===== config.mk =====
export PLATFORM = sky130hd
export DESIGN_NAME = fifo_stream_reader
export DESIGN_NICKNAME = d
export VERILOG_FILES = /design/src/rtl/fifo_stream_reader.sv
export SDC_FILE = /design/constraint.sdc
export NUM_CORES = 1
export LEC_CHECK = 0
export CAP_MARGIN = 40
export CORE_MARGIN = 2
export CORE_UTILIZATION = 51
export DETAILED_ROUTE_END_ITERATION = 7
export PLACE_DENSITY_LB_ADDON = 0.05
export SLEW_MARGIN = 10
export SYNTH_ARGS = -nofsm -noshare
export SYNTH_HDL_FRONTEND = slang
export SYNTH_SLANG_ARGS = --single-unit

===== constraint.sdc =====
create_clock -name clk -period 6 [get_ports clk]
set_input_delay 1.2 -clock clk [delete_from_list [all_inputs] [get_ports clk]]
set_output_delay 1.2 -clock clk [all_outputs]
set_load 0.005 [all_outputs]

===== src/rtl/fifo_stream_reader.sv =====
// Drain side of a synchronous FIFO: issues reads into a 2-entry skid buffer and
// presents the words on a valid/ready stream master at up to one word per clock.
module fifo_stream_reader #(
    parameter int unsigned DATA_WIDTH = 8,
    parameter int unsigned CNT_WIDTH  = 16
) (
    input  logic                  clk,
    input  logic                  reset,
    input  logic                  enable,
    input  logic                  fifo_empty,
    output logic                  fifo_read_enable,
    input  logic [DATA_WIDTH-1:0] fifo_data_out,
    output logic [DATA_WIDTH-1:0] m_data,
    output logic                  m_valid,
    input  logic                  m_ready,
    output logic [CNT_WIDTH-1:0]  words_sent,
    output logic                  busy
);

    logic [1:0]            occ_q, occ_d;
    logic                  inflight_q, inflight_d;
    logic                  head_q, head_d;
    logic                  tail_q, tail_d;
    logic [DATA_WIDTH-1:0] buf_q [2];
    logic [DATA_WIDTH-1:0] buf_d [2];
    logic [CNT_WIDTH-1:0]  words_sent_q, words_sent_d;

    logic                  pop;
    logic [2:0]            load;

    // load is the occupancy after this edge, before any new read lands.
    always_comb begin
        m_valid          = (occ_q != 2'd0);
        m_data           = buf_q[head_q];
        pop              = m_valid & m_ready;
        load             = {1'b0, occ_q} + {2'b00, inflight_q} - {2'b00, pop};
        fifo_read_enable = enable & ~fifo_empty & ~reset & (load < 3'd2);
        busy             = m_valid | inflight_q;
        words_sent       = words_sent_q;
    end

    always_comb begin
        occ_d        = load[1:0];
        inflight_d   = fifo_read_enable;
        head_d       = head_q;
        tail_d       = tail_q;
        buf_d        = buf_q;
        words_sent_d = words_sent_q;

        // The issue rule guarantees a free slot, so capture never checks occupancy.
        if (inflight_q) begin
            buf_d[tail_q] = fifo_data_out;
            tail_d        = ~tail_q;
        end

        if (pop) begin
            head_d = ~head_q;
            if (words_sent_q != {CNT_WIDTH{1'b1}}) begin
                words_sent_d = words_sent_q + {{(CNT_WIDTH-1){1'b0}}, 1'b1};
            end
        end
    end

    always_ff @(posedge clk or posedge reset) begin
        if (reset) begin
            occ_q        <= 2'd0;
            inflight_q   <= 1'b0;
            head_q       <= 1'b0;
            tail_q       <= 1'b0;
            buf_q[0]     <= '0;
            buf_q[1]     <= '0;
            words_sent_q <= '0;
        end else begin
            occ_q        <= occ_d;
            inflight_q   <= inflight_d;
            head_q       <= head_d;
            tail_q       <= tail_d;
            buf_q[0]     <= buf_d[0];
            buf_q[1]     <= buf_d[1];
            words_sent_q <= words_sent_d;
        end
    end

`ifndef SYNTHESIS
    a_occ_bound: assert property (@(posedge clk) disable iff (reset)
        ({1'b0, occ_q} + {2'b00, inflight_q}) <= 3'd2);

    a_no_retract: assert property (@(posedge clk) disable iff (reset)
        (m_valid && !m_ready) |=> (m_valid && $stable(m_data)));

    a_no_empty_read: assert property (@(posedge clk) disable iff (reset)
        fifo_read_enable |-> !fifo_empty);
`endif

endmodule


==> results by group <==
Global routing
  • Congestion Overflow GR: 0
  • Initial antenna violation count: 0
  • Gr usage total: 20.7%
  • First-pass GRT wire length: 6220 um
  • Vias in the first global route: 1,362
  • Pin count of the biggest net entering global routing: 35

Clock tree
  • Clock slew at reported path FFs: 110 ps
  • Post-CTS Setup Bufs: 0
  • CTS tree: built
  • Num CTS Buffers: 5
  • Deepest clock path buffer count: 2
  • Worst skew pair latency: 340 ps
  • Clock H-tree levels: 2
  • Clock sink count: 37
  • Cts hold-fix bufs: 0
  • Post-cts resize count: 0
  • Root Driver: clkbuf_4

Critical path
  • Startpoint types: primary input
  • Worst EP required: 4800 ps
  • Slowest Stage Delay on Critical Path: 570 ps
  • Delay-heaviest family, CP: buffers and inverters
  • Setup CP Type: primary input to output port
  • Capturing element type of the critical path: output port
  • CP cell instances: clkdlybuf4s50_1 > o21ai_2 > inv_1 > ha_1 > inv_1 > ha_1 > fa_1 > nand2b_1 > nor4_1 > clkdlybuf4s50_1
  • Critical-path top delay cell: clkdlybuf4s50_1
  • Crit path buf inv count: 4
  • Arrival time at the worst endpoint: 3960 ps
  • Max FO, Critical Path: 10

Final layout
  • Final Instance Area: 0.00228 sq mm
  • Layout Cells excl Fill: 229
  • Multi-input logic area: 790 sq um
  • Layout cells sized above 1: 22.4%
  • Sequential cell area: 926 sq um
  • Antenna cells: 0
  • Final Util: 68.9%
  • Filler Cell Count: 263
  • Nets: 199
  • Synthesis-to-finish area growth: 30.8%

Routing
  • Via count: 1,249
  • DRC Markers: 0
  • Drt total wl: 3530 um
  • Routed wire per std cell: 15.4 um
  • Post-DR vias/cell: 5.45
  • Initial drt markers: 50
  • Post-route antenna net violation count: 0
  • DRT Pass-1 Iters: 6

Min path
  • HP Class: register to register

Placed design
  • Pre-CTS setup slack: 801 ps
  • RePlAce Congestion: 0.844
  • Cells after DPL: 221
  • Hpwl dp: 2610 um
  • Area after DPL: 0.00219 sq mm
  • I/O Buffers: 39

Timing
  • Tcrit/Tclk final: 86.0%
  • Setup violators final: 0
  • Worst slew pin tran: 552 ps
  • Clock Skew: 12.2 ps
  • FMAX: 194 MHz
  • Crit path time final: 5160 ps
  • RSZ-0062 raised after global routing: false
  • Slew headroom: 62.8%
  • Setup ws final: 841 ps
  • Worst hold slack: 487 ps
  • Final hold viol count: 0
  • Slew Limit Fails: 0
  • TNS Setup: 0 ps

Yosys
  • Top-count cell post-synth: dfrtp_1
  • Distinct cell type count after synthesis: 25
  • Most used DFF post-synth: dfrtp_1
  • Number of synthesized flops with an enable pin: 0
  • Mapped cell area: 0.00175 sq mm
  • Top post-synthesis cells by count: 37 x dfrtp_1, 25 x mux2_2, 9 x xor2_1
  • Synthesized net count: 154
  • YS warnings: 0
  • Post-Syn Area per Cell: 12.7 sq um
  • Post-synthesis instance total: 137
  • Synth Register Bits: 37
  • Largest cells by area after synthesis: dfrtp_1 53%, mux2_2 16%, xor2_1 4.5%, xnor2_1 3.5%, nor4_1 2.5%
  • Share of the synthesized area in the top cell type: 53.0%
  • Seq/Total Area, Yosys: 53.0%
  • Leading area contributor after synthesis: dfrtp_1
  • FFs w/ async S/R, synth: 100%

Power and ir drop
  • Max rail drop VDD: 0.199 mV
  • Total Power: 0.969 mW
  • Leak: 0.976 nW
  • Power per standard cell area: 424 mW/mm^2

Outcome
  • Status: finished clean

Die
  • Die width: 62.5 um
  • Row count: 21
  • Die Y: 62.5 um
  • Starting density of the core: 52.7%
  • Core area: 0.00331 sq mm
  • IO Count: 40
  • Die ar.: 0.00391 sq mm

Run
  • Number of max-cap violations: 0
==> worst register-to-register path, cell delays in order, from the launching register on <==
cell and delay (ps):
dfrtp_1 450, o21ai_2 390, inv_1 140, ha_1 310, inv_1 40, ha_1 180
fa_1 440, nand2b_1 150, nor4_1 300
==> registers in the layout, summed over array words and instances, names as in the netlist <==
| name | count |
|---|---|
| buf_q | 16 |
| words_sent | 16 |
| occ_q | 2 |
| head_q | 1 |
| inflight_q | 1 |
| tail_q | 1 |
==> layout by cell type (no fill, tap or decap) <==
cell             synthesis  routed
or4_4                    1       1
clkdlybuf4s50_1          0      39
inv_1                    6       6
clkbuf_8                 0       1
nand2b_1                 2       2
a2111oi_2                1       1
clkbuf_4                 0       5
or3_1                    2       2
o21a_1                   1       1
clkinvlp_4               0       1
buf_4                    0       1
nor2_1                   2       2
fa_1                     1       1
and4_1                   2       2
ha_1                     3       3
dfrtp_1                 37      37
bufinv_16                0       1
nand4_1                  6       6
nand3_1                  6       6
xor2_1                   9       9
nand2_1                  7       7
nand4_4                  1       1
or2_2                    2       2
o21ai_0                  2       2
mux2_2                  25      25
nor3_1                   3       3
xnor2_1                  7       7
nor4_4                   1       1
o21ai_2                  1       1
nor4_1                   7       7
==> metal layers <==
| layer | wire [um] | up-vias | global-route usage, % |
|---|---|---|---|
| met3 | 168 | 6 | 7.03 |
| met4 | 54 | 0 | 8.06 |
| met5 | 0 | - | 0 |
| met2 | 1880 | 37 | 35.8 |
| met1 | 1430 | 621 | 23.6 |
| li1 | - | 585 | - |
==> worst paths after layout <==
kind | from | to | slack (ps) | cells past startpoint
max in group asynchronous | reset | words_sent[2]$_DFFE_PP0P_ | 4300 | 3
setup reg to reg | occ_q[1]$_DFF_PP0_ | inflight_q$_DFF_PP0_ | 3470 | 8
hold reg to reg | tail_q$_DFFE_PP0P_ | tail_q$_DFFE_PP0P_ | 490 | 1
hold / removal | tail_q$_DFFE_PP0P_ | tail_q$_DFFE_PP0P_ | 490 | 1
setup / recovery | m_ready | fifo_read_enable | 840 | 10
min in group asynchronous | reset | inflight_q$_DFF_PP0_ | 1070 | 2
==> report_power, final <==
| part | internal [mW] | total (mW) | switching [mW] |
|---|---|---|---|
| logic | 0.252 | 0.371 | 0.119 |
| clock network | 0.0990 | 0.180 | 0.0812 |
| registers | 0.339 | 0.418 | 0.0789 |
==> logic make-up (layout without fill, tap and decap cells) <==
| kind of cell | after synthesis | after routing | share of synthesized area [%] |
|---|---|---|---|
| compound gates | 5 | 5 | 2.37 |
| xor+xnor | 16 | 16 | 8.03 |
| fa+ha+maj | 4 | 4 | 3.30 |
| buf+inv | 8 | 54 | 1.72 |
| flops | 37 | 37 | 53.0 |
| mux | 25 | 25 | 16.1 |
| simple gates | 42 | 42 | 15.4 |
==> layout make-up <==
cell class	count	area share [%]
sequential	37	40.6
multi-input combinational	92	34.6
timing repair buffer	40	17.4
tap	46	2.52
clock buffer	6	2.25
clock inverter	2	1.64
inverter	6	0.987
Note: power is estimated with default switching activity, not from simulation.
